===== src/rtl/ps2_mouse_receiver.sv =====
// PS/2 mouse receiver: synchronizes and filters the PS/2 pins, deframes bytes,
// assembles 3-byte stream packets and drives sign-magnitude pointer deltas.
// Optional idle timeout is enabled with `define PS2_MOUSE_RECEIVER_TIMEOUT_EN.
module ps2_mouse_receiver #(
    parameter int unsigned FILTER_DEPTH   = 4,
    parameter int unsigned TIMEOUT_CYCLES = 50000
) (
    input  logic       clock,
    input  logic       reset_n,
    input  logic       ps2_clock,
    input  logic       ps2_data,
    output logic       pointer_ready,
    output logic [8:0] pointer_delta_x,
    output logic [8:0] pointer_delta_y,
    output logic       pointer_select,
    output logic [2:0] pointer_buttons,
    output logic       frame_error
);

    localparam int unsigned FW = $clog2(FILTER_DEPTH + 1);

    typedef enum logic [1:0] {IDLE, DATA, PARITY, STOP} state_t;

    logic [1:0]    clk_sync_q, dat_sync_q;
    logic [FW-1:0] filt_cnt_q, filt_cnt_d;
    logic          filt_q, filt_d;
    logic          fall;
    logic          bit_in;

    state_t        state_q, state_d;
    logic [2:0]    bit_cnt_q, bit_cnt_d;
    logic [7:0]    shift_q, shift_d;
    logic          par_err_q, par_err_d;
    logic [1:0]    idx_q, idx_d;
    // Header byte minus its always-one bit 3: {Yovf, Xovf, Ysign, Xsign, M, R, L}
    logic [6:0]    hdr_q, hdr_d;
    logic [7:0]    xbyte_q, xbyte_d;

    logic          ready_q, ready_d;
    logic          sel_q, sel_d;
    logic          err_q, err_d;
    logic [8:0]    dx_q, dx_d;
    logic [8:0]    dy_q, dy_d;
    logic [2:0]    btn_q, btn_d;

    function automatic logic [8:0] conv_delta(input logic sgn, input logic ovf,
                                              input logic [7:0] b, input logic flip);
        logic [7:0] mag;
        logic       s;
        if (ovf)
            mag = 8'hFF;
        else if (!sgn)
            mag = b;
        else if (b == 8'h00)
            mag = 8'hFF;
        else
            mag = ~b + 8'd1;
        s = sgn ^ flip;
        if (mag == 8'h00)
            s = 1'b0;
        return {s, mag};
    endfunction

    always_ff @(posedge clock or negedge reset_n) begin
        if (!reset_n) begin
            clk_sync_q <= '1;
            dat_sync_q <= '1;
        end else begin
            clk_sync_q <= {clk_sync_q[0], ps2_clock};
            dat_sync_q <= {dat_sync_q[0], ps2_data};
        end
    end

    always_comb begin
        filt_d     = filt_q;
        filt_cnt_d = '0;
        if (clk_sync_q[1] != filt_q) begin
            if (filt_cnt_q == FW'(FILTER_DEPTH - 1))
                filt_d = clk_sync_q[1];
            else
                filt_cnt_d = filt_cnt_q + 1'b1;
        end
    end

    assign fall   = filt_q & ~filt_d;
    assign bit_in = dat_sync_q[1];

`ifdef PS2_MOUSE_RECEIVER_TIMEOUT_EN
    localparam int unsigned TW = $clog2(TIMEOUT_CYCLES + 1);
    logic [TW-1:0] to_cnt_q, to_cnt_d;

    always_ff @(posedge clock or negedge reset_n) begin
        if (!reset_n)
            to_cnt_q <= '0;
        else
            to_cnt_q <= to_cnt_d;
    end
`endif

    always_comb begin
        state_d   = state_q;
        bit_cnt_d = bit_cnt_q;
        shift_d   = shift_q;
        par_err_d = par_err_q;
        idx_d     = idx_q;
        hdr_d     = hdr_q;
        xbyte_d   = xbyte_q;
        ready_d   = 1'b0;
        sel_d     = 1'b0;
        err_d     = 1'b0;
        dx_d      = dx_q;
        dy_d      = dy_q;
        btn_d     = btn_q;
`ifdef PS2_MOUSE_RECEIVER_TIMEOUT_EN
        to_cnt_d  = '0;
`endif

        if (fall) begin
            unique case (state_q)
                IDLE: begin
                    if (!bit_in) begin
                        state_d   = DATA;
                        bit_cnt_d = '0;
                    end
                end
                DATA: begin
                    shift_d   = {bit_in, shift_q[7:1]};
                    bit_cnt_d = bit_cnt_q + 3'd1;
                    if (bit_cnt_q == 3'd7)
                        state_d = PARITY;
                end
                PARITY: begin
                    par_err_d = ~(^shift_q ^ bit_in);
                    state_d   = STOP;
                end
                STOP: begin
                    state_d = IDLE;
                    if (bit_in && !par_err_q) begin
                        unique case (idx_q)
                            2'd0: begin
                                if (shift_q[3]) begin
                                    hdr_d = {shift_q[7:4], shift_q[2:0]};
                                    idx_d = 2'd1;
                                end else begin
                                    err_d = 1'b1;
                                end
                            end
                            2'd1: begin
                                xbyte_d = shift_q;
                                idx_d   = 2'd2;
                            end
                            2'd2: begin
                                idx_d   = 2'd0;
                                ready_d = 1'b1;
                                dx_d    = conv_delta(hdr_q[3], hdr_q[5], xbyte_q, 1'b0);
                                dy_d    = conv_delta(hdr_q[4], hdr_q[6], shift_q, 1'b1);
                                btn_d   = hdr_q[2:0];
                                sel_d   = hdr_q[0] & ~btn_q[0];
                            end
                            default: idx_d = 2'd0;
                        endcase
                    end else begin
                        err_d = 1'b1;
                        idx_d = 2'd0;
                    end
                end
                default: state_d = IDLE;
            endcase
        end
`ifdef PS2_MOUSE_RECEIVER_TIMEOUT_EN
        // The counter only advances between edges, so it never collides with a stop-bit commit
        else if (state_q != IDLE || idx_q != 2'd0) begin
            if (to_cnt_q == TW'(TIMEOUT_CYCLES - 1)) begin
                state_d = IDLE;
                idx_d   = 2'd0;
                err_d   = 1'b1;
            end else begin
                to_cnt_d = to_cnt_q + 1'b1;
            end
        end
`endif
    end

    always_ff @(posedge clock or negedge reset_n) begin
        if (!reset_n) begin
            filt_q     <= 1'b1;
            filt_cnt_q <= '0;
            state_q    <= IDLE;
            bit_cnt_q  <= '0;
            shift_q    <= '0;
            par_err_q  <= 1'b0;
            idx_q      <= '0;
            hdr_q      <= '0;
            xbyte_q    <= '0;
            ready_q    <= 1'b0;
            sel_q      <= 1'b0;
            err_q      <= 1'b0;
            dx_q       <= '0;
            dy_q       <= '0;
            btn_q      <= '0;
        end else begin
            filt_q     <= filt_d;
            filt_cnt_q <= filt_cnt_d;
            state_q    <= state_d;
            bit_cnt_q  <= bit_cnt_d;
            shift_q    <= shift_d;
            par_err_q  <= par_err_d;
            idx_q      <= idx_d;
            hdr_q      <= hdr_d;
            xbyte_q    <= xbyte_d;
            ready_q    <= ready_d;
            sel_q      <= sel_d;
            err_q      <= err_d;
            dx_q       <= dx_d;
            dy_q       <= dy_d;
            btn_q      <= btn_d;
        end
    end

    assign pointer_ready   = ready_q;
    assign pointer_select  = sel_q;
    assign frame_error     = err_q;
    assign pointer_delta_x = dx_q;
    assign pointer_delta_y = dy_q;
    assign pointer_buttons = btn_q;

endmodule


===== config.mk =====
export PLATFORM = sky130hd
export DESIGN_NAME = ps2_mouse_receiver
export DESIGN_NICKNAME = d
export VERILOG_FILES = /design/src/rtl/ps2_mouse_receiver.sv
export SDC_FILE = /design/constraint.sdc
export NUM_CORES = 1
export LEC_CHECK = 0
export ABC_AREA = 0
export CAP_MARGIN = 15
export CORE_MARGIN = 2
export CORE_UTILIZATION = 30
export DETAILED_ROUTE_END_ITERATION = 16
export GPL_TIMING_DRIVEN = 0
export SLEW_MARGIN = 25
export SYNTH_ARGS = -nofsm -noshare
export SYNTH_HDL_FRONTEND = slang
export SYNTH_SLANG_ARGS = --single-unit

===== constraint.sdc =====
create_clock -name clock -period 2.9 [get_ports clock]
set_input_delay 0.58 -clock clock [delete_from_list [all_inputs] [get_ports clock]]
set_output_delay 0.58 -clock clock [all_outputs]
set_load 0.01 [all_outputs]

==> reports/results.md <==
- run status: completed
- total routed wirelength: 6250 um
- number of distinct library cell variants in the gate-level netlist after synthesis: 48
- final worst path period share: 0.757
- nature of the critical path startpoint: flop
- Global Route Usage Sum: 0.126
- fraction of synthesized cell area taken by the top area cell type: 0.480
- Reg2Reg Capture Point: pointer_delta_y[8]$_DFFE_PN0P_
- synthesized netlist cell count: 289
- CTS Root Cell: sky130_fd_sc_hd__clkbuf_8
- effective utilization at floorplan: 0.309
- vias in the first global route: 2,195
- RePlAce Congestion: 0.836
- most crowded layer after global routing: met2
- cell types with the largest area share after synthesis: sky130_fd_sc_hd__dfrtp_1 (48%), sky130_fd_sc_hd__ha_1 (5.0%), sky130_fd_sc_hd__dfstp_2 (4.3%), sky130_fd_sc_hd__xnor2_1 (4.3%), sky130_fd_sc_hd__mux2_1 (3.7%)
- met2 GRT Util: 0.197
- number of cells in the finished layout apart from fillers: 466
- Max Buffers Root-to-Sink: 2
- main combinational cell family by area after synthesis: simple AND/OR/NAND/NOR gates
- placed cells: 450
- Initial DRC Count: 100
- Layout Skew: 7.80 ps
- global-route met1 utilization: 0.158
- leakage power: 0.00165 uW
- total power density per cell area: 508 nW/um^2
- final setup slack of the worst path: 706 ps
- final cell utilization of the core: 0.377
- number of detailed-route iterations in the first pass: 4
- fin. max-slew vios: 0
- total of cells resized after clock tree synthesis: 0
- number of buffers created by CTS: 9
- # fillers: 997
- number of warnings printed during yosys synthesis: 0
- type of the setup path with the least slack: reg -> reg
- mapped cell area: 3020 um^2
- total negative setup slack: 0 ps
- global-route wire length before repair: 10,900 um
- biggest fanout along the worst timing path: 10
- num ports: 28
- relative slew slack: 0.686
- worst min path class: in -> async
- Inserted Diodes: 0
- clk_lat worst skew: 340 ps
- quantity of I/O buffers inserted on ports: 27
- xor and xnor fraction of the mapped netlist area: 0.0464
- Final Net Count: 344
- die width: 104 um
- H-tree depth: 3
- die height: 104 um
- number of remaining DRC errors: 0
- number of flops mapped to enable cells by yosys: 0
- Core Area: 9770 um^2
- register-to-register setup slack: 710 ps
- worst reg-to-reg path cell count: 8
- async set-reset flop share out of synthesis: 1.00
- commonest register cell after synthesis: sky130_fd_sc_hd__dfrtp_1
- dpl hpwl: 4430 um
- arrival time at the worst endpoint: 2400 ps
- Worst IR Drop VDD: 0.279 mV
- Total Die Area: 10,900 um^2
- GR Overflow Total: 0
- post-CTS setup-driven buffer insertion count: 0
- grt met3 use: 0.0476
- CP startpoint: filt_cnt_q[0]$_DFF_PN0_
- site row count: 36
- synthesized-area fraction occupied by adder cells: 0.0497
- final total power: 1870 uW
- Post-CTS Hold Buffers: 0
- compound-gate portion of the synthesized area: 0.142
- detailed-route wire length per cell: 13.4 um
- area share of and/or/nand/nor cells after synthesis: 0.148
- post-route minimum period: 2190 ps
- setup repair after global routing missed its margin: false
- total number of vias: 2,214
- mux cell area share after synthesis: 0.0513
- largest net degree at the start of global routing: 53
- initial antenna violation count: 0
- Clock transition at path regs: 70 ps
- remaining antenna violation count after routing: 0
- post-synthesis area per instance: 10.5 um^2
- crit path capture type: flop
- area growth from synthesis to final layout: 21.9%
- proportion of layout cells with a drive suffix above 1: 0.0991
- start of the worst register-to-register path: filt_cnt_q[0]$_DFF_PN0_
- Yosys top cell by area: sky130_fd_sc_hd__dfrtp_1
- transition at the pin with the smallest max-transition slack: 467 ps
- sequential cell area fraction in the yosys report: 0.524
- maximum clock rate: 456 MHz
- critical path required time: 3100 ps
- count of maximum capacitance violations: 0
- TritonCTS Sinks: 63
- Setup-failing EPs final: 0
- synthesis-stage register bit count: 63
- post-detailed-route via-to-cell ratio: 4.75
- post-synthesis net count: 305
- CTS tree: built
- end point of the critical path: pointer_delta_y[8]$_DFFE_PN0P_
- Final Hold Violating Endpoints: 0
- Setup WS pre-CTS: 691 ps
-- synthesized netlist by cell type, types with 5 or more instances --
| cell type | count |
|---|---|
| sky130_fd_sc_hd__dfstp_2 | 5 |
| sky130_fd_sc_hd__nand2_1 | 28 |
| sky130_fd_sc_hd__a21oi_1 | 19 |
| sky130_fd_sc_hd__buf_2 | 5 |
| sky130_fd_sc_hd__nor2b_1 | 6 |
| sky130_fd_sc_hd__ha_1 | 12 |
| sky130_fd_sc_hd__clkbuf_1 | 6 |
| sky130_fd_sc_hd__dfrtp_1 | 58 |
| sky130_fd_sc_hd__mux2_1 | 10 |
| sky130_fd_sc_hd__nand3_1 | 5 |
| sky130_fd_sc_hd__nor2_1 | 20 |
| sky130_fd_sc_hd__o21ai_1 | 18 |
| sky130_fd_sc_hd__a31oi_1 | 8 |
| sky130_fd_sc_hd__o21ai_0 | 9 |
| sky130_fd_sc_hd__xnor2_1 | 15 |
| sky130_fd_sc_hd__inv_1 | 14 |
-- cells in the final DEF (no fill, tap or decap), types with 2 or more instances in the layout --
| cell type | netlist | layout |
|---|---|---|
| sky130_fd_sc_hd__or3_1 | 2 | 2 |
| sky130_fd_sc_hd__a21oi_1 | 19 | 19 |
| sky130_fd_sc_hd__ha_1 | 12 | 12 |
| sky130_fd_sc_hd__mux2_2 | 2 | 2 |
| sky130_fd_sc_hd__clkbuf_1 | 6 | 8 |
| sky130_fd_sc_hd__nand3_1 | 5 | 5 |
| sky130_fd_sc_hd__nand2b_1 | 4 | 4 |
| sky130_fd_sc_hd__nor3b_1 | 4 | 4 |
| sky130_fd_sc_hd__a31oi_1 | 8 | 8 |
| sky130_fd_sc_hd__dfstp_2 | 5 | 5 |
| sky130_fd_sc_hd__dfrtp_1 | 58 | 58 |
| sky130_fd_sc_hd__o21ai_0 | 9 | 9 |
| sky130_fd_sc_hd__buf_2 | 5 | 5 |
| sky130_fd_sc_hd__nor3_1 | 4 | 4 |
| sky130_fd_sc_hd__clkdlybuf4s50_1 | 0 | 26 |
| sky130_fd_sc_hd__xnor2_1 | 15 | 15 |
| sky130_fd_sc_hd__clkbuf_8 | 0 | 11 |
| sky130_fd_sc_hd__mux2i_1 | 2 | 2 |
| sky130_fd_sc_hd__buf_1 | 2 | 2 |
| sky130_fd_sc_hd__mux2_1 | 10 | 10 |
| sky130_fd_sc_hd__inv_1 | 14 | 14 |
| sky130_fd_sc_hd__or4_1 | 2 | 2 |
| sky130_fd_sc_hd__nand2_1 | 28 | 28 |
| sky130_fd_sc_hd__a211oi_1 | 3 | 3 |
| sky130_fd_sc_hd__nor2_1 | 20 | 20 |
| sky130_fd_sc_hd__o31ai_1 | 4 | 4 |
| sky130_fd_sc_hd__nor2b_1 | 6 | 6 |
| sky130_fd_sc_hd__o21ai_1 | 18 | 18 |
-- power by group --
part	internal (uW)	total [uW]	switching, uW
Clock	443	774	331
Sequential	920	944	23.9
Combinational	64.7	156	91.3
-- state kept, by name, indices dropped and copies added, names as in the netlist, 3 cells and up --
signal,count
bit_cnt_q,3
filt_cnt_q,3
hdr_q,7
pointer_buttons,3
pointer_delta_x,9
pointer_delta_y,9
shift_q,8
xbyte_q,8
-- worst min-delay path by stage --
stage / slack [ps] / to / cells past startpoint
finish: 90 / bit_cnt_q[0]$_DFFE_PN0P_ / 1
global route: 70 / bit_cnt_q[1]$_DFFE_PN0P_ / 1
CTS: 70 / bit_cnt_q[1]$_DFFE_PN0P_ / 1
detailed placement: 350 / dat_sync_q[1]$_DFF_PN1_ / 0
global placement: 350 / clk_sync_q[1]$_DFF_PN1_ / 0
floorplan: 280 / bit_cnt_q[0]$_DFFE_PN0P_ / 0
-- area by class of cell --
type	count	area, um^2	share of cell area
multi-input combinational	198	1320	0.358
inverter	14	52.6	0.0143
buffer	14	66.3	0.0180
tap	133	166	0.0451
sequential	63	1580	0.429
clock buffer	13	159	0.0431
clock inverter	3	42.5	0.0115
timing repair buffer	28	295	0.0801
-- metrics by stage --
stage               area, um^2  hold WS (ps)
floorplan                 3020           284
global route              3690          73.9
detailed placement        3480           347
global placement          3460           346
finish                    3690          85.2
CTS                       3690          69.4
-- per-layer routing --
| layer | wire [um] | vias to the layer above |
|---|---|---|
| met3 | 288 | 6 |
| met2 | 3020 | 42 |
| met5 | 0 | - |
| met1 | 2880 | 1085 |
| met4 | 59 | 0 |
| li1 | - | 1081 |
-- critical path, cell delays in order, from the launching register on --
cell and delay [ps]:
sky130_fd_sc_hd__dfrtp_1 360, sky130_fd_sc_hd__ha_1 190, sky130_fd_sc_hd__and4bb_1 190, sky130_fd_sc_hd__buf_2 190, sky130_fd_sc_hd__and4_1 190, sky130_fd_sc_hd__buf_2 220
sky130_fd_sc_hd__nor3b_4 410, sky130_fd_sc_hd__and3_1 220, sky130_fd_sc_hd__a31oi_1 80
-- logic make-up after synthesis --
| group | after synthesis |
|---|---|
| compound gates | 70 |
| xor+xnor | 16 |
| fa+ha+maj | 12 |
| buf+inv | 28 |
| flops | 63 |
| mux | 14 |
| simple gates | 86 |
Power figures use the tool's default switching activity.
